`src/rtl/anim_pkg.sv`:
```
// Shared definitions for the animation sequencer and the renderer that
// consumes its outputs.
//   anim_state_e   : FSM state encodings (WAIT/FALL/SWALLOW; 3 is illegal)
//   DEF_*          : default geometry and dwell lengths
//   TEXT_Y_W, PHASE_W, FRAME_CNT_W : renderer-facing output widths
package anim_pkg;

    typedef enum logic [1:0] {
        WAIT    = 2'd0,
        FALL    = 2'd1,
        SWALLOW = 2'd2
    } anim_state_e;

    localparam int DEF_Y_TOP       = 20;
    localparam int DEF_Y_FLOOR     = 275;
    localparam int DEF_WAIT_FRAMES = 256;
    localparam int DEF_HOLD_FRAMES = 64;

    localparam int TEXT_Y_W    = 10;
    localparam int PHASE_W     = 8;
    localparam int FRAME_CNT_W = 16;

endpackage

```
`src/rtl/anim_sequencer_if.sv`:
```
// Per-frame animation state bus from the sequencer to the renderer.
//   frame_tick   : one-cycle pulse per frame
//   frame_cnt    : free-running frame count
//   ring_phase   : ring texture scroll phase
//   text_y       : falling-text top-edge Y
//   text_visible : text drawn when high
//   anim_state   : current sequencer state
// modport master: sequencer side (drives), modport slave: renderer side.
interface anim_sequencer_if;
    import anim_pkg::*;

    logic                   frame_tick;
    logic [FRAME_CNT_W-1:0] frame_cnt;
    logic [PHASE_W-1:0]     ring_phase;
    logic [TEXT_Y_W-1:0]    text_y;
    logic                   text_visible;
    logic [1:0]             anim_state;

    modport master (
        output frame_tick, frame_cnt, ring_phase, text_y, text_visible, anim_state
    );

    modport slave (
        input frame_tick, frame_cnt, ring_phase, text_y, text_visible, anim_state
    );

endinterface

```
`src/rtl/frame_tick_gen.sv`:
```
// Frame boundary detector, reusable by any per-frame logic.
//   clk        : pixel clock
//   rst_n      : asynchronous active-low reset
//   vsync      : active-low vertical sync
//   tick       : combinational, high in the cycle where vsync has just risen
//   frame_tick : registered copy of tick (one cycle later, one cycle wide)
// The vsync history resets high so a vsync already high at reset release
// is not taken as a rising edge.
module frame_tick_gen (
    input  logic clk,
    input  logic rst_n,
    input  logic vsync,
    output logic tick,
    output logic frame_tick
);

    logic vs_q;

    assign tick = vsync & ~vs_q;

    always_ff @(posedge clk or negedge rst_n) begin
        if (!rst_n) begin
            vs_q       <= 1'b1;
            frame_tick <= 1'b0;
        end else begin
            vs_q       <= vsync;
            frame_tick <= tick;
        end
    end

endmodule

```
`src/rtl/anim_sequencer.sv`:
```
// Frame-rate animation controller feeding the black-hole renderer.
//   clk, rst_n : pixel clock, asynchronous active-low reset
//   vsync      : active-low vertical sync; its rising edge is the frame tick
//   pause      : freezes ring_phase and the state machine (frame_cnt still runs)
//   restart    : pulse; returns the text to the top at the next tick
//   speed      : fall step per frame minus one (1..4 pixels)
//   anim       : master side of the per-frame animation bus
// All state changes on the tick edge, which lies in vertical blanking, so
// the renderer never sees a change inside the active area.
module anim_sequencer
    import anim_pkg::*;
#(
    parameter int Y_TOP       = DEF_Y_TOP,
    parameter int Y_FLOOR     = DEF_Y_FLOOR,
    parameter int WAIT_FRAMES = DEF_WAIT_FRAMES,
    parameter int HOLD_FRAMES = DEF_HOLD_FRAMES,
    parameter int CNT_W       = 9
) (
    input  logic              clk,
    input  logic              rst_n,
    input  logic              vsync,
    input  logic              pause,
    input  logic              restart,
    input  logic [1:0]        speed,
    anim_sequencer_if.master  anim
);

    localparam logic [TEXT_Y_W-1:0] Y_TOP_V   = TEXT_Y_W'(Y_TOP);
    localparam logic [TEXT_Y_W-1:0] Y_FLOOR_V = TEXT_Y_W'(Y_FLOOR);
    localparam logic [CNT_W-1:0]    WAIT_LAST = CNT_W'(WAIT_FRAMES - 1);
    localparam logic [CNT_W-1:0]    HOLD_LAST = CNT_W'(HOLD_FRAMES - 1);

    // One bit wider than text_y so the floor comparison cannot wrap.
    function automatic logic [TEXT_Y_W:0] fall_sum(input logic [TEXT_Y_W-1:0] y,
                                                   input logic [1:0]          spd);
        return {1'b0, y} + (TEXT_Y_W+1)'(spd) + (TEXT_Y_W+1)'(1);
    endfunction

    logic tick;

    anim_state_e            state_q,   state_d;
    logic [CNT_W-1:0]       dwell_q,   dwell_d;
    logic                   pend_q,    pend_d;
    logic [FRAME_CNT_W-1:0] frame_cnt_q, frame_cnt_d;
    logic [PHASE_W-1:0]     ring_phase_q, ring_phase_d;
    logic [TEXT_Y_W-1:0]    text_y_q,  text_y_d;
    logic                   visible_q, visible_d;
    logic [TEXT_Y_W:0]      sum;

    frame_tick_gen u_tick (
        .clk        (clk),
        .rst_n      (rst_n),
        .vsync      (vsync),
        .tick       (tick),
        .frame_tick (anim.frame_tick)
    );

    // State register
    always_ff @(posedge clk or negedge rst_n) begin
        if (!rst_n) begin
            state_q      <= WAIT;
            dwell_q      <= '0;
            pend_q       <= 1'b0;
            frame_cnt_q  <= '0;
            ring_phase_q <= '0;
            text_y_q     <= Y_TOP_V;
            visible_q    <= 1'b1;
        end else begin
            state_q      <= state_d;
            dwell_q      <= dwell_d;
            pend_q       <= pend_d;
            frame_cnt_q  <= frame_cnt_d;
            ring_phase_q <= ring_phase_d;
            text_y_q     <= text_y_d;
            visible_q    <= visible_d;
        end
    end

    // Next-state logic; everything holds between ticks
    always_comb begin
        state_d      = state_q;
        dwell_d      = dwell_q;
        pend_d       = pend_q | restart;
        frame_cnt_d  = frame_cnt_q;
        ring_phase_d = ring_phase_q;
        text_y_d     = text_y_q;
        visible_d    = visible_q;
        sum          = fall_sum(text_y_q, speed);

        if (tick) begin
            frame_cnt_d = frame_cnt_q + 1'b1;
            pend_d      = 1'b0;
            if (!pause) begin
                ring_phase_d = ring_phase_q + 1'b1;
            end

            // A restart pulse in the tick cycle itself counts as pending.
            if (pend_q || restart) begin
                state_d   = WAIT;
                dwell_d   = '0;
                text_y_d  = Y_TOP_V;
                visible_d = 1'b1;
            end else if (!pause) begin
                case (state_q)
                    WAIT: begin
                        text_y_d  = Y_TOP_V;
                        visible_d = 1'b1;
                        if (dwell_q == WAIT_LAST) begin
                            dwell_d = '0;
                            state_d = FALL;
                        end else begin
                            dwell_d = dwell_q + 1'b1;
                        end
                    end
                    FALL: begin
                        if (sum >= (TEXT_Y_W+1)'(Y_FLOOR)) begin
                            text_y_d  = Y_FLOOR_V;
                            visible_d = 1'b0;
                            state_d   = SWALLOW;
                        end else begin
                            text_y_d = sum[TEXT_Y_W-1:0];
                        end
                    end
                    SWALLOW: begin
                        visible_d = 1'b0;
                        text_y_d  = Y_FLOOR_V;
                        if (dwell_q == HOLD_LAST) begin
                            dwell_d   = '0;
                            text_y_d  = Y_TOP_V;
                            visible_d = 1'b1;
                            state_d   = WAIT;
                        end else begin
                            dwell_d = dwell_q + 1'b1;
                        end
                    end
                    default: begin
                        state_d   = WAIT;
                        dwell_d   = '0;
                        text_y_d  = Y_TOP_V;
                        visible_d = 1'b1;
                    end
                endcase
            end
        end
    end

    assign anim.frame_cnt    = frame_cnt_q;
    assign anim.ring_phase   = ring_phase_q;
    assign anim.text_y       = text_y_q;
    assign anim.text_visible = visible_q;
    assign anim.anim_state   = state_q;

endmodule

```
`src/flat_wrapper.sv`:
```
// flat-port wrapper written by rule: the top's interface ports become plain ports
module anim_sequencer_flat import anim_pkg::*;
#(
    parameter int Y_TOP       = DEF_Y_TOP,
    parameter int Y_FLOOR     = DEF_Y_FLOOR,
    parameter int WAIT_FRAMES = DEF_WAIT_FRAMES,
    parameter int HOLD_FRAMES = DEF_HOLD_FRAMES,
    parameter int CNT_W       = 9
)
  (clk, rst_n, vsync, pause, restart, speed, anim_frame_tick, anim_frame_cnt, anim_ring_phase, anim_text_y, anim_text_visible, anim_anim_state);
  anim_sequencer_if anim_i ();
  input  logic clk;
  input  logic rst_n;
  input  logic vsync;
  input  logic pause;
  input  logic restart;
  input  logic [1:0] speed;
  output wire logic [$bits(anim_i.frame_tick)-1:0] anim_frame_tick;
  output wire logic [$bits(anim_i.frame_cnt)-1:0] anim_frame_cnt;
  output wire logic [$bits(anim_i.ring_phase)-1:0] anim_ring_phase;
  output wire logic [$bits(anim_i.text_y)-1:0] anim_text_y;
  output wire logic [$bits(anim_i.text_visible)-1:0] anim_text_visible;
  output wire logic [$bits(anim_i.anim_state)-1:0] anim_anim_state;
  assign anim_frame_tick = anim_i.frame_tick;
  assign anim_frame_cnt = anim_i.frame_cnt;
  assign anim_ring_phase = anim_i.ring_phase;
  assign anim_text_y = anim_i.text_y;
  assign anim_text_visible = anim_i.text_visible;
  assign anim_anim_state = anim_i.anim_state;
  anim_sequencer #(.Y_TOP(Y_TOP), .Y_FLOOR(Y_FLOOR), .WAIT_FRAMES(WAIT_FRAMES), .HOLD_FRAMES(HOLD_FRAMES), .CNT_W(CNT_W)) u_core (.clk(clk), .rst_n(rst_n), .vsync(vsync), .pause(pause), .restart(restart), .speed(speed), .anim(anim_i));
endmodule
```
`config.mk`:
```
export PLATFORM = sky130hd
export DESIGN_NAME = anim_sequencer_flat
export DESIGN_NICKNAME = d
export VERILOG_FILES = /design/src/rtl/anim_pkg.sv /design/src/rtl/anim_sequencer_if.sv /design/src/rtl/frame_tick_gen.sv /design/src/rtl/anim_sequencer.sv /design/src/flat_wrapper.sv
export SDC_FILE = /design/constraint.sdc
export NUM_CORES = 1
export LEC_CHECK = 0
export CAP_MARGIN = 20
export CORE_ASPECT_RATIO = 0.9
export CORE_MARGIN = 5
export CORE_UTILIZATION = 56
export DETAILED_ROUTE_END_ITERATION = 16
export DONT_BUFFER_PORTS = 1
export GPL_TIMING_DRIVEN = 0
export PLACE_DENSITY_LB_ADDON = 0.3
export SLEW_MARGIN = 25
export SYNTH_ARGS = -nofsm -noshare
export SYNTH_HDL_FRONTEND = slang
export SYNTH_SLANG_ARGS = --single-unit
```
`constraint.sdc`:
```
create_clock -name clk -period 5.9 [get_ports clk]
set_clock_uncertainty 0.1 [all_clocks]
set_input_delay 1.18 -clock clk [delete_from_list [all_inputs] [get_ports clk]]
set_output_delay 1.18 -clock clk [all_outputs]
set_load 0.005 [all_outputs]
```
==> flow_summary.toml, run 1 <==
[final_layout]
final_cell_mix = "dfrtp_1 (45), nand2_1 (33), xnor2_1 (17)"
final_layout_size_suffix_gt1_share_pct = 9.13
n_antenna_cell = 0
final_common_cell = "dfrtp_1"
syn_to_final_growth_pct = 7.66
nNetsFinal = 281

[synthesis]
synth-seq-cells = 49
synth_area_sq_um = 2580
synth_top_area_cell = "dfrtp_1"
syn_nets = 274
synthTopCellsByArea = "dfrtp_1 (44%), xnor2_1 (5.8%), ha_1 (5.3%)"
yosys.area.top_type_share_pct = 43.6
synth-main-ff-cell = "dfrtp_1"
synth_cell_types = 46
ys_seq_area_share_pct = 47.7
yosys_warnings = 0
synth_edf_count = 0
ys_async_sr_fraction_pct = 100
postSynthCellCount = 255
synth_area_per_cell_sq_um = 10.1

[clock_tree]
cts_buffers = 5
cts_buffer_depth = 2
cts_hold_buf = 0
cts-htree-levels = 2
cts.sinks = 49
cts_resized = 0
clk_latency_ps = 300
clk_pin_slew_ps = 90
post_cts_buffers = 0
root_buffer = "clkbuf_8"
tritoncts = "yes"

[sta]
fmax_mhz = 303
tns_ps = 0
period_minus_slack_ps = 3300
hold_violations = 0
drv_slew = 0
fin_crit_sh_pct = 55.9
worstMarginPinSlew_ps = 614
setup_ws_ps = 2600
setup_viol = 0
rsz0062_at_grt = "no"
relSlewSlack_pct = 59.1

[critical_path]
r2r_end = "u_core.anim.text_visible"
slowest_delay_ps = 470
path_buf_inv = 1
start_kind = "primary input"
r2r_start = "u_core.anim.text_y[0]"
cp_num_cells = 10
end_kind = "register"
crit_end = "u_core.anim.text_visible"
cp_slowest_cell = "fa_1"
ff2ff_setup_slack_ps = 3040
cp_cell_sequence = "inv_1 -> ha_1 -> fa_1 -> and4b_1 -> nand4_1 -> nor4b_1 -> a21o_1 -> a21oi_4 -> o21ai_2 -> mux2_4"
worstPathArrival_ps = 3430
cp_top_family = "simple AND/OR/NAND/NOR gates"
crit_start = "speed[0]"
reg2regPathDepth = 10
path_class = "primary input to register"
crit_fanout = 9
crit_required_ps = 6030

[global_routing]
grt_pass1_vias = 1774
grt_max_degree = 50
grt.overflow.total = 0
grt_usage_pct = 17.7
grt_pass1_wl_um = 8200
antenna_found_initial = 0

[die]
die_w_um = 81.6
die_h_um = 74.4
dieArea_sq_um = 6070
io_pins = 45
core_region_area_sq_um = 4460
start_util_pct = 57.9
core.rowCount = 23

[place]
gp_congestion = 0.792
dp_hpwl_um = 3530
pre_cts_ws_ps = 2300
portBuffers = 0

[drt]
vias = 1886
wl_um = 5010
via_per_inst = 5.80
first_iter_violations = 86
drtPass1Iterations = 5
ant_nets = 0
drc = 0
wl_per_cell_um = 15.4

[pwr]
leakagePower_uw = 0.00121
sw_frac_of_total_pct = 27.4
pwr-share-seq_pct = 56.2
p_sw_uw = 210
pwr-share-comb_pct = 11.5
power_density_nw_per_um2 = 276
peakVddDrop_v = 0.000230
p_int_uw = 558
clkPwrFrac_pct = 32.3

[flow_run]
max-cap-violations = 0

[hold_path]
worstHoldPathType = "register to register"

[run_status]
status = "complete, no violations"
==> cell usage after synthesis (5+ instances only) <==
library cell,instances
nand2_1,33
nand3_1,15
o21ai_0,16
nand2b_1,6
nand4_1,9
nor2_1,16
inv_1,11
dfrtp_1,45
xor2_1,8
a31oi_1,5
ha_1,11
and3_1,6
xnor2_1,17
==> power groups by stage <==
stage / sequential, uW / combinational (uW) / clock (uW)
2_1_floorplan: 424 / 75.7 / 0
3_5_place_dp: 439 / 88.6 / 0
6_report: 432 / 88.6 / 248
4_1_cts: 433 / 89.4 / 254
5_1_grt: 442 / 102 / 267
3_3_place_gp: 438 / 86.0 / 0
==> per-layer routing <==
layer  up-vias  track usage (%)  routed length, um
li1        913                -                  -
met1       915             22.8               2310
met2        49             27.7               2290
met3         9             5.69                321
met4         0             7.75                 86
met5         -                0                  0
==> worst min-delay path by stage <==
stage | startpoint | end | slack (ps) | cells after the start
after floorplan | u_core.dwell_q[2] | u_core.dwell_q[2] | 360 | 1
after global placement | u_core.dwell_q[1] | u_core.dwell_q[1] | 390 | 2
after detailed placement | u_core.anim.frame_cnt[15] | u_core.anim.frame_cnt[15] | 400 | 1
after CTS | u_core.anim.frame_cnt[15] | u_core.anim.frame_cnt[15] | 410 | 1
after global routing | rst_n | u_core.anim.ring_phase[4] | 440 | 0
final | u_core.anim.frame_cnt[15] | u_core.anim.frame_cnt[15] | 400 | 1
==> per-stage QoR <==
step | hold slack (ps) | cell area, sq um | util (%) | total power, uW | cells
2_1_floorplan | 362 | 2580 | - | 500 | 255
3_3_place_gp | 389 | 2660 | 59.6 | 524 | 317
3_5_place_dp | 396 | 2660 | 59.6 | 528 | 317
4_1_cts | 411 | 2780 | 62.3 | 776 | 325
5_1_grt | 437 | 2780 | 62.3 | 811 | 325
6_report | 403 | 2780 | 62.3 | 768 | 325
==> area by class of cell <==
cell class	instances	area, sq um
buffer	4	22.5
inverter	12	45.0
multi-input combinational	190	1280
fill	375	1680
clock inverter	2	37.5
tap	62	77.6
sequential	49	1230
clock buffer	6	82.6
==> flip-flops by register name (all words and copies together), names as in the netlist <==
| signal | cells |
|---|---|
| u_core.anim.frame_cnt | 16 |
| u_core.anim.text_y | 10 |
| u_core.dwell_q | 9 |
| u_core.anim.ring_phase | 8 |
| u_core.anim.anim_state | 2 |
| u_core.anim.text_visible | 1 |
| u_core.pend_q | 1 |
| u_core.u_tick.frame_tick | 1 |
| u_core.u_tick.vs_q | 1 |
==> worst register-to-register path, cell delays in order, from the launching register on <==
cell,delay [ps]
dfrtp_1,390
inv_1,50
ha_1,260
fa_1,470
and4b_1,350
nand4_1,130
nor4b_1,310
a21o_1,190
a21oi_4,80
o21ai_2,150
mux2_4,310
==> kinds of logic (layout without fill, tap and decap cells) <==
kind of cell / count (synthesis) / in the layout / share of synthesized area (%)
DFF: 49 / 49 / 47.7
xor gates and xnor gates: 25 / 25 / 8.48
adders and majority gates: 12 / 12 / 6.10
AOI/OAI and AO/OA: 46 / 46 / 12.8
buffers and inverters: 16 / 24 / 2.62
and+or+nand+nor: 103 / 103 / 20.5
muxes: 4 / 4 / 1.79
Note: power is estimated with default switching activity, not from simulation.
==> inputs of run 2 (changes only) <==
Clock period 5.9 ns to 2.7 ns, I/O delays scaled along.
==> flow_summary.toml, run 2 (same netlist as run 1, synthesis figures left out) <==
[pwr]
pwr-share-seq_pct = 55.0
clkPwrFrac_pct = 31.6
p_sw_uw = 482
power_density_nw_per_um2 = 594
peakVddDrop_v = 0.000555
sw_frac_of_total_pct = 28.1
pwr-share-comb_pct = 13.4
p_int_uw = 1230
power_uw = 1710
leakagePower_uw = 0.00125

[die]
io_pins = 45
core_region_area_sq_um = 4460
core.rowCount = 23
dieArea_sq_um = 6070
die_h_um = 74.4
die_w_um = 81.6
start_util_pct = 57.9

[critical_path]
start_kind = "register"
worstPathArrival_ps = 2780
crit_required_ps = 2840
end_kind = "register"
path_class = "register to register"
crit_fanout = 5

[drt]
wl_um = 5190
drc = 0
first_iter_violations = 100
vias = 1892
wl_per_cell_um = 15.6
via_per_inst = 5.70
ant_nets = 0
drtPass1Iterations = 4

[sta]
worstMarginPinSlew_ps = 652
relSlewSlack_pct = 56.5
tns_ps = 0
drv_slew = 0
fmax_mhz = 379
period_minus_slack_ps = 2640
fin_crit_sh_pct = 97.8
setup_viol = 0
rsz0062_at_grt = "yes"
hold_violations = 0

[clock_tree]
clk_pin_slew_ps = 90
clk_latency_ps = 300
cts_buffer_depth = 2
cts-htree-levels = 2
cts.sinks = 49
root_buffer = "clkbuf_8"
tritoncts = "yes"
cts_buffers = 5

[final_layout]
stdcell_area_sq_um = 2890
final_cells = 332
nNetsFinal = 288
syn_to_final_growth_pct = 11.7
final_common_cell = "dfrtp_1"
n_antenna_cell = 0
final_cell_mix = "dfrtp_1 (45), nand2_1 (33), xnor2_1 (17)"
final_layout_size_suffix_gt1_share_pct = 13.3
register_area_sq_um = 1230
multi_input_area_sq_um = 1320
fill_cells = 366
largest_reg_flops = 16

[place]
gp_congestion = 0.766
place_inst = 317
place_area_sq_um = 2660
dp_hpwl_um = 3670
portBuffers = 0

[global_routing]
grt_usage_pct = 18.1
antenna_found_initial = 0
grt_pass1_wl_um = 8540
grt_pass1_vias = 1857
grt_max_degree = 50
grt.overflow.total = 0

[flow_run]
max-cap-violations = 0

[run_status]
status = "complete, no violations"

[hold_path]
worstHoldPathType = "primary input to register"
-- run 2: final timing paths --
| check | from | endpoint | slack (ps) | cells past startpoint |
|---|---|---|---|---|
| setup / recovery | u_core.anim.text_y[0] | u_core.anim.text_visible | 60 | 10 |
| hold / removal | vsync | u_core.u_tick.vs_q | 130 | 0 |
| setup reg to reg | u_core.anim.text_y[0] | u_core.anim.text_visible | 60 | 10 |
| hold reg to reg | u_core.anim.ring_phase[7] | u_core.anim.ring_phase[7] | 400 | 1 |
| max in group asynchronous | rst_n | u_core.anim.text_y[4] | 1590 | 2 |
| min in group asynchronous | rst_n | u_core.dwell_q[3] | 640 | 2 |
-- run 2: final cells by class --
cell class	count	share of cell area, %
flip-flops and latches	49	42.7
clock inverters	2	1.30
plain buffers	4	0.781
multi-input cells	191	45.8
repair buffers	6	2.34
inverters	12	1.56
clock buffers	6	2.86
well taps	62	2.69
-- run 2: power groups by stage --
stage,Clock [uW],Sequential (uW),Combinational (uW)
after global placement,0,959,188
after CTS,552,948,225
final,542,943,229
after floorplan,0,927,166
after global routing,582,963,265
after detailed placement,0,962,203
-- run 2: layer usage --
layer / vias to the layer above / GRT usage (%) / share of wire [%]
li1: 926 / - / -
met1: 918 / 23.8 / 46
met2: 39 / 29.0 / 47
met3: 9 / 5.57 / 6.0
met4: 0 / 5.54 / 1.3
met5: - / 0 / 0
-- run 2: metrics by stage --
stage	utilization (%)	setup WS [ps]	hold WS, ps
2_1_floorplan	-	37.6	144
3_3_place_gp	59.7	-142	146
3_5_place_dp	59.7	-165	146
4_1_cts	63.8	4.49	120
5_1_grt	64.7	-85.8	110
6_report	64.7	60.2	125
-- run 2: critical path, stage by stage (launching register included) --
cell,delay [ps]
dfrtp_1,410
inv_2,60
ha_4,160
fa_2,360
and4b_1,320
nand4_1,150
nor4b_2,280
a21o_1,220
a21oi_4,80
o21ai_2,140
mux2_4,300
-- run 2: timing repair --
action                                 in CTS  in global routing
endpoints found under the hold margin      49                  0
setup endpoints to repair                   6                 12
gates resized for setup                     2                  4
gates cloned                                1                  0
pin swaps                                   3                  5
hold buffers                                2                  0
setup buffers                               1                  3
==> inputs of run 3 (changes only) <==
Settings changed: CORE_UTILIZATION 56 to 48, DONT_BUFFER_PORTS 1 to unset, PLACE_DENSITY_LB_ADDON 0.3 to 0.2.
==> flow_summary.toml, run 3 (same netlist as run 1, synthesis figures left out) <==
[drt]
vias = 2057
ant_nets = 0
wl_per_cell_um = 14.1
drc = 0
wl_um = 5360
drtPass1Iterations = 4
first_iter_violations = 47
via_per_inst = 5.40

[global_routing]
busiest_layer = "met2"
grt_max_degree = 50
grt_pass1_vias = 1906
antenna_found_initial = 0
gr-usage-met1_pct = 22.4
grt_usage_pct = 16.2
grt_pass1_wl_um = 8980
globalRouteMet3Util_pct = 3.92
grt.overflow.total = 0
globalRouteMet2Util_pct = 25.6

[sta]
relSlewSlack_pct = 55.4
setup_viol = 0
hold_violations = 0
period_minus_slack_ps = 2580
worstMarginPinSlew_ps = 669
fmax_mhz = 387
rsz0062_at_grt = "yes"
setup_ws_ps = 116
drv_slew = 0
fin_crit_sh_pct = 95.7

[clock_tree]
cts.sinks = 49
cts_buffers = 5
cts_hold_buf = 0
tritoncts = "yes"
cts_buffer_depth = 2
cts-htree-levels = 2
root_buffer = "clkbuf_8"
clk_pin_slew_ps = 90
clk_latency_ps = 300

[place]
portBuffers = 44
gp_congestion = 0.794
dp_hpwl_um = 3740
pre_cts_ws_ps = -639

[final_layout]
syn_to_final_growth_pct = 27.6
n_antenna_cell = 0
final_layout_size_suffix_gt1_share_pct = 12.7
final_util_pct = 63.1
final_cell_mix = "dfrtp_1 (45), clkdlybuf4s50_1 (41), nand2_1 (33)"
largest_reg_flops = 16
final_common_cell = "dfrtp_1"
nNetsFinal = 332

[critical_path]
path_class = "primary input to register"
start_kind = "primary input"
worstPathArrival_ps = 2720
crit_required_ps = 2830
cp_cell_sequence = "clkdlybuf4s15_1 -> inv_2 -> ha_4 -> fa_2 -> and4b_2 -> nand4_1 -> nor4b_2 -> a21o_1 -> a21oi_4 -> o21ai_2 -> mux2_4"
slowest_delay_ps = 340
crit_fanout = 5
cp_slowest_cell = "fa_2"
end_kind = "register"

[die]
die_w_um = 87.3
core.rowCount = 25
io_pins = 45
core_region_area_sq_um = 5220
dieArea_sq_um = 6950
die_h_um = 79.6
start_util_pct = 49.4

[hold_path]
worstHoldPathType = "primary input to asynchronous set/reset pin"

[pwr]
leakagePower_uw = 0.00140
power_density_nw_per_um2 = 556
power_uw = 1830
peakVddDrop_v = 0.000468

[flow_run]
max-cap-violations = 0

[run_status]
status = "complete, no violations"
## run 3: metrics by stage
stage | TNS, ps | area [sq um] | std cells | hold slack, ps
finish | 0 | 3290 | 381 | 147
floorplan | 0 | 2580 | 255 | 144
CTS | 0 | 3260 | 378 | 173
global route | -25.9 | 3290 | 381 | 200
global placement | -27220 | 3110 | 366 | 360
detailed placement | -6890 | 3110 | 366 | 363
## run 3: where the power goes
group          internal (uW)  switching, uW  total [uW]
clock                    275            239         514
sequential               820            102         922
combinational            238            157         395
total                   1330            498        1830
## run 3: cell type report
| type | instances | area [sq um] |
|---|---|---|
| clock inverter | 2 | 35.0 |
| fill | 431 | 1930 |
| inverter | 12 | 45.0 |
| tap | 67 | 83.8 |
| sequential | 49 | 1230 |
| multi-input combinational | 191 | 1320 |
| timing repair buffer | 50 | 482 |
| buffer | 4 | 22.5 |
| clock buffer | 6 | 72.6 |
## run 3: per-layer routing
layer | up-vias | wire length (um)
met5 | - | 0
met4 | 0 | 33
met3 | 4 | 225
met2 | 35 | 2580
met1 | 1000 | 2520
li1 | 1018 | -
## run 3: critical path, delay by kind of cell
| kind | cells | cell delay [ps] |
|---|---|---|
| AND/OR/NAND/NOR | 3 | 730 |
| adder cells (fa/ha/maj) | 2 | 490 |
| buffers and inverters | 2 | 220 |
| AO/OA/AOI/OAI | 3 | 430 |
| multiplexers | 1 | 310 |
## run 3: repair_timing
action | 4_1_cts | 5_1_grt
setup endpoints to repair | 11 | 7
pin swaps | 5 | 4
buffers inserted | 3 | 3
endpoints found under the hold margin | 0 | 0
gates resized for setup | 7 | 6
gates cloned | 1 | 0
## run 3: final timing paths
check | cells past startpoint | endpoint | start | slack (ps)
max | 11 | u_core.anim.text_visible | speed[0] | 120
min | 1 | u_core.anim.text_y[8] | rst_n | 150
max reg2reg | 10 | u_core.anim.text_visible | u_core.anim.text_y[0] | 140
min reg2reg | 1 | u_core.anim.frame_cnt[15] | u_core.anim.frame_cnt[15] | 380
max in group asynchronous | 1 | u_core.pend_q | rst_n | 1950
min in group clk | 1 | u_core.anim.frame_cnt[15] | u_core.anim.frame_cnt[15] | 380
